[config.mk]
export PLATFORM = sky130hd
export DESIGN_NAME = axil_cmd_master
export DESIGN_NICKNAME = d
export VERILOG_FILES = /design/src/rtl/axil_pkg.sv /design/src/rtl/axil_cmd_master.sv
export SDC_FILE = /design/constraint.sdc
export NUM_CORES = 1
export LEC_CHECK = 0
export CORE_MARGIN = 2
export CORE_UTILIZATION = 45
export DETAILED_ROUTE_END_ITERATION = 8
export DONT_BUFFER_PORTS = 1
export SLEW_MARGIN = 5
export SYNTH_ARGS = -nofsm -noshare
export SYNTH_HDL_FRONTEND = slang
export SYNTH_SLANG_ARGS = --single-unit
[constraint.sdc]
create_clock -name clk_i -period 2.15 [get_ports clk_i]
set_clock_uncertainty 0.1 [all_clocks]
set_input_delay 0.3225 -clock clk_i [delete_from_list [all_inputs] [get_ports clk_i]]
set_output_delay 0.3225 -clock clk_i [all_outputs]
set_load 0.05 [all_outputs]
[src/rtl/axil_pkg.sv]
// Shared AXI4-Lite definitions for the command master: FSM states,
// response codes, protection constant and the saturating error-count step.
package axil_pkg;

    typedef enum logic [2:0] {
        ST_IDLE = 3'd0,
        ST_WR   = 3'd1,
        ST_WB   = 3'd2,
        ST_RA   = 3'd3,
        ST_RD   = 3'd4,
        ST_RSP  = 3'd5
    } state_t;

    localparam logic [1:0] RESP_OKAY   = 2'b00;
    localparam logic [1:0] RESP_EXOKAY = 2'b01;
    localparam logic [1:0] RESP_SLVERR = 2'b10;
    localparam logic [1:0] RESP_DECERR = 2'b11;

    localparam logic [2:0] AXI_PROT = 3'b000;

    localparam int ERR_CNT_W = 16;

    // Count every non-OKAY response, sticking at all-ones instead of wrapping.
    function automatic logic [ERR_CNT_W-1:0] err_cnt_step(
        input logic [ERR_CNT_W-1:0] cnt,
        input logic [1:0]           resp
    );
        if ((resp != RESP_OKAY) && (cnt != {ERR_CNT_W{1'b1}})) begin
            return cnt + 1'b1;
        end
        return cnt;
    endfunction

endpackage

[src/rtl/axil_cmd_master.sv]
// AXI4-Lite master that turns a simple valid/ready command into one AXI
// transaction at a time and returns the read data / response code.
module axil_cmd_master
    import axil_pkg::*;
#(
    parameter int AW = 32,
    parameter int DW = 32
) (
    input  logic              clk_i,
    input  logic              rst_i,

    input  logic              cmd_valid_i,
    output logic              cmd_ready_o,
    input  logic              cmd_we_i,
    input  logic [AW-1:0]     cmd_addr_i,
    input  logic [DW-1:0]     cmd_wdata_i,
    input  logic [DW/8-1:0]   cmd_wstrb_i,

    output logic              rsp_valid_o,
    input  logic              rsp_ready_i,
    output logic [DW-1:0]     rsp_rdata_o,
    output logic [1:0]        rsp_resp_o,

    output logic [AW-1:0]     awaddr_o,
    output logic              awvalid_o,
    input  logic              awready_i,

    output logic [DW-1:0]     wdata_o,
    output logic [DW/8-1:0]   wstrb_o,
    output logic              wvalid_o,
    input  logic              wready_i,

    input  logic [1:0]        bresp_i,
    input  logic              bvalid_i,
    output logic              bready_o,

    output logic [AW-1:0]     araddr_o,
    output logic              arvalid_o,
    input  logic              arready_i,

    input  logic [DW-1:0]     rdata_i,
    input  logic [1:0]        rresp_i,
    input  logic              rvalid_i,
    output logic              rready_o,

    output logic [2:0]        awprot_o,
    output logic [2:0]        arprot_o,

    output logic              busy_o,
    output logic [ERR_CNT_W-1:0] err_cnt_o
);

    state_t                 state_reg;
    logic                   cmd_ready_reg;
    logic                   awvalid_reg;
    logic                   wvalid_reg;
    logic                   bready_reg;
    logic                   arvalid_reg;
    logic                   rready_reg;
    logic                   rsp_valid_reg;
    logic [AW-1:0]          addr_reg;
    logic [DW-1:0]          wdata_reg;
    logic [DW/8-1:0]        wstrb_reg;
    logic [DW-1:0]          rdata_reg;
    logic [1:0]             resp_reg;
    logic [ERR_CNT_W-1:0]   err_cnt_reg;

    // A write channel is finished once its valid has already dropped or it
    // handshakes this cycle; AW and W may complete in any order.
    logic aw_done_next;
    logic w_done_next;

    assign aw_done_next = !awvalid_reg || awready_i;
    assign w_done_next  = !wvalid_reg  || wready_i;

    always_ff @(posedge clk_i) begin
        if (rst_i) begin
            state_reg     <= ST_IDLE;
            cmd_ready_reg <= 1'b0;
            awvalid_reg   <= 1'b0;
            wvalid_reg    <= 1'b0;
            bready_reg    <= 1'b0;
            arvalid_reg   <= 1'b0;
            rready_reg    <= 1'b0;
            rsp_valid_reg <= 1'b0;
            addr_reg      <= '0;
            wdata_reg     <= '0;
            wstrb_reg     <= '0;
            rdata_reg     <= '0;
            resp_reg      <= '0;
            err_cnt_reg   <= '0;
        end else begin
            case (state_reg)
                ST_IDLE: begin
                    // Ready rises one cycle after entering IDLE, so the
                    // cycle returning from RSP never accepts a command.
                    if (cmd_ready_reg && cmd_valid_i) begin
                        cmd_ready_reg <= 1'b0;
                        addr_reg      <= cmd_addr_i;
                        wdata_reg     <= cmd_wdata_i;
                        wstrb_reg     <= cmd_wstrb_i;
                        if (cmd_we_i) begin
                            awvalid_reg <= 1'b1;
                            wvalid_reg  <= 1'b1;
                            state_reg   <= ST_WR;
                        end else begin
                            arvalid_reg <= 1'b1;
                            state_reg   <= ST_RA;
                        end
                    end else begin
                        cmd_ready_reg <= 1'b1;
                    end
                end

                ST_WR: begin
                    if (awready_i) begin
                        awvalid_reg <= 1'b0;
                    end
                    if (wready_i) begin
                        wvalid_reg <= 1'b0;
                    end
                    if (aw_done_next && w_done_next) begin
                        bready_reg <= 1'b1;
                        state_reg  <= ST_WB;
                    end
                end

                ST_WB: begin
                    if (bready_reg && bvalid_i) begin
                        bready_reg    <= 1'b0;
                        rdata_reg     <= '0;
                        resp_reg      <= bresp_i;
                        err_cnt_reg   <= err_cnt_step(err_cnt_reg, bresp_i);
                        rsp_valid_reg <= 1'b1;
                        state_reg     <= ST_RSP;
                    end
                end

                ST_RA: begin
                    if (arready_i) begin
                        arvalid_reg <= 1'b0;
                        rready_reg  <= 1'b1;
                        state_reg   <= ST_RD;
                    end
                end

                ST_RD: begin
                    if (rready_reg && rvalid_i) begin
                        rready_reg    <= 1'b0;
                        rdata_reg     <= rdata_i;
                        resp_reg      <= rresp_i;
                        err_cnt_reg   <= err_cnt_step(err_cnt_reg, rresp_i);
                        rsp_valid_reg <= 1'b1;
                        state_reg     <= ST_RSP;
                    end
                end

                ST_RSP: begin
                    if (rsp_ready_i) begin
                        rsp_valid_reg <= 1'b0;
                        state_reg     <= ST_IDLE;
                    end
                end

                default: begin
                    state_reg <= ST_IDLE;
                end
            endcase
        end
    end

    assign cmd_ready_o = cmd_ready_reg;
    assign rsp_valid_o = rsp_valid_reg;
    assign rsp_rdata_o = rdata_reg;
    assign rsp_resp_o  = resp_reg;

    assign awaddr_o  = addr_reg;
    assign awvalid_o = awvalid_reg;
    assign wdata_o   = wdata_reg;
    assign wstrb_o   = wstrb_reg;
    assign wvalid_o  = wvalid_reg;
    assign bready_o  = bready_reg;
    assign araddr_o  = addr_reg;
    assign arvalid_o = arvalid_reg;
    assign rready_o  = rready_reg;

    assign awprot_o = AXI_PROT;
    assign arprot_o = AXI_PROT;

    assign busy_o    = (state_reg != ST_IDLE);
    assign err_cnt_o = err_cnt_reg;

endmodule

==> results.sh <==
export IMPL_violations="hold timing"
export IMPL_drc=0
export IMPL_worstSetupStartpointType="flip-flop"
export IMPL_antenna_found_initial=0
export IMPL_port_buffers=0
export IMPL_rsz0062_at_grt="false"
export IMPL_die_h_um=110
export IMPL_grt_pass1_vias=3663
export IMPL_regArea_um2=2560
export IMPL_drv_cap=0
export IMPL_maxSlewHeadroom_pct=63.2
export IMPL_hold_violations=123
export IMPL_synth_flop_cell="dfxtp_1"
export IMPL_fp_dieW_um=110
export IMPL_synth_common_cells="nand2_1, dfxtp_1, a21oi_1"
export IMPL_tightest_slew_ns=0.552
export IMPL_ys_warn_count=0
export IMPL_cts_max_level=4
export IMPL_fin_ws_ns=0.0876
export IMPL_track_usage_pct=19.6
export IMPL_peakVddDrop_mv=0.609
export IMPL_routed_via_density=5.31
export IMPL_cp_max_fo=9
export IMPL_netlist_instances=616
export IMPL_cts_made_buffers=17
export IMPL_setup_tns_ns=0
export IMPL_ant_nets=0
export IMPL_hold_class="input port to flip-flop"
export IMPL_multiInputGateArea_um2=2110
export IMPL_layout_worst_path_cycle_share_pct=95.9
export IMPL_n_fill_cell=997
export IMPL_total_power_mw=8.23
export IMPL_async_reset_ff_share_pct=0
export IMPL_grt_max_degree=130
export IMPL_dieArea_um2=12100
export IMPL_final_util_pct=55.4
export IMPL_pre_cts_slack_ns=0.135
export IMPL_grt_pass1_wl_um=18100
export IMPL_cts_sinks=128
export IMPL_netlist_area_um2=5080
export IMPL_avgSynthCellArea_um2=8.24
export IMPL_area_delta_synth_final_pct=19.4
export IMPL_clock_path_buffers=2
export IMPL_critPathArrivalTime_ns=2.30
export IMPL_vias=4181
export IMPL_clk_latency_ns=0.40
export IMPL_whs_ns=-0.112
export IMPL_gp_congestion=0.830
export IMPL_cts_tree="done"
export IMPL_drive_gt1_share_pct=17.0
export IMPL_routed_wl_um=12500
export IMPL_min_period_ns=2.06
export IMPL_drtPass1Iterations=4
export IMPL_fmax_mhz=485
export IMPL_clk_pin_slew_worst_paths_ns=0.06
export IMPL_synth_enable_flop_cells=0
export IMPL_powerDensity_nw_per_um2=1360
export IMPL_ys_seq_area_share_pct=50.5
export IMPL_synthDistinctLibCells=44
export IMPL_cts_setup_buffers=0
export IMPL_core_um2=10900
export IMPL_finalSetupViolCount=0
export IMPL_slew_violations=0
export IMPL_crit_required_ns=2.39
export IMPL_yosysTopAreaCellShare_pct=50.5
export IMPL_yosys_area_top_type="dfxtp_1"
export IMPL_p_leak_nw=2.24
export IMPL_yosysMostFrequentCell="nand2_1"
export IMPL_path_class="flip-flop to flip-flop"
export IMPL_start_util_pct=46.4
export IMPL_boundaryPins=278
export IMPL_ys_top_cells_by_area="dfxtp_1, nand2_1, a21oi_1"
export IMPL_cp_end_kind="flip-flop"
export IMPL_drt_iter0_drc=189
export IMPL_status="finished with violations"
export IMPL_n_antenna_cell=0
export IMPL_fp_row_count=38
export IMPL_fin_nets=749
export IMPL_cts_root_buffer="clkbuf_16"
export IMPL_dp_hpwl_um=8870
export IMPL_finalNonFillerCells=787
export IMPL_grt_overflow=0
export IMPL_routedWlPerCell_um=15.8
export IMPL_synth_seq_cells=128
export IMPL_dp_cells=749
[worst max-delay path: stages, from the launching register on]
cell and delay, ns:
dfxtp_2 0.34, buf_4 0.17, or3_4 0.40, buf_6 0.17, nor2b_1 0.13, nor3_1 0.12
dlygate4sd3_1 0.56
[timing repair]
action / CTS / global route
endpoints found under the setup margin: 0 / 4
endpoints found under the hold margin: 128 / 124
hold buffers: 5 / 2
gates resized for setup: 0 / 6
[per-layer routing]
| metal | wire length [µm] | vias up | global-route usage [%] | share of wire (%) |
|---|---|---|---|---|
| li1 | - | 2093 | - | - |
| met1 | 5110 | 1898 | 22.4 | 41 |
| met2 | 6260 | 181 | 33.1 | 50 |
| met3 | 988 | 9 | 7.52 | 7.9 |
| met4 | 115 | 0 | 7.23 | 0.92 |
| met5 | 0 | - | 0 | 0 |
[area by class of cell]
class,count,share of cell area [%]
repair buffers,72,9.70
well taps,140,2.89
clock buffers,20,7.54
inverters,3,0.186
flip-flops and latches,128,42.3
clock inverters,12,2.60
multi-input cells,412,34.8
[worst paths after layout]
kind,from,endpoint,slack [ns],cells past startpoint
hold reg to reg,araddr_o[20]$_SDFFE_PP0P_,araddr_o[20]$_SDFFE_PP0P_,0.35,2
setup / recovery,state_reg[2]$_SDFFE_PP0P_,cmd_ready_o$_SDFFE_PP0P_,0.09,6
hold / removal,rst_i,err_cnt_o[5]$_SDFFE_PP0P_,-0.11,1
setup reg to reg,state_reg[2]$_SDFFE_PP0P_,cmd_ready_o$_SDFFE_PP0P_,0.09,6
[where the power goes]
part	internal [mW]	switching, mW	total, mW
clock	1.89	1.04	2.93
sequential	2.63	0.548	3.17
combinational	0.598	1.52	2.12
[kinds of logic (layout without fill, tap and decap cells)]
| kind of cell | Yosys count | after routing | share of synthesized area [%] |
|---|---|---|---|
| mux | 1 | 1 | 0.197 |
| xor+xnor | 1 | 1 | 0.173 |
| buf+inv | 81 | 107 | 8.97 |
| simple gates | 249 | 249 | 22.0 |
| compound gates | 154 | 154 | 17.9 |
| fa+ha+maj | 1 | 1 | 0.246 |
| flops | 128 | 128 | 50.5 |
| other cells | 1 | 6 | 0.0739 |
[cell usage in the layout (no fill, tap or decap), types with 2 or more instances in the layout]
master,n
dfxtp_2,2
o31ai_1,3
or3_1,11
conb_1,6
o211ai_1,2
a221oi_1,2
buf_4,62
a21oi_1,87
dfxtp_1,126
nor2b_1,6
inv_6,2
nor3b_1,2
clkinv_2,2
nand4_1,4
and3_1,2
clkbuf_16,17
nand2_1,151
nand3_1,6
clkinvlp_4,3
nor3_1,3
buf_12,2
inv_1,3
dlygate4sd3_1,6
clkinv_4,2
bufinv_16,3
buf_6,2
nor2_1,43
or4_1,4
clkbuf_8,2
a211o_1,2
nor4_4,2
o21ai_0,17
and4_1,4
a31oi_1,2
a22oi_1,32
a311oi_1,3
[stage by stage]
stage,hold WS (ns),instance area (µm²)
global route,-0.131,6060
global placement,0.299,5370
CTS,-0.127,6030
floorplan,0.334,5090
finish,-0.112,6060
detailed placement,0.302,5370
Note: power is estimated with default switching activity, not from simulation.
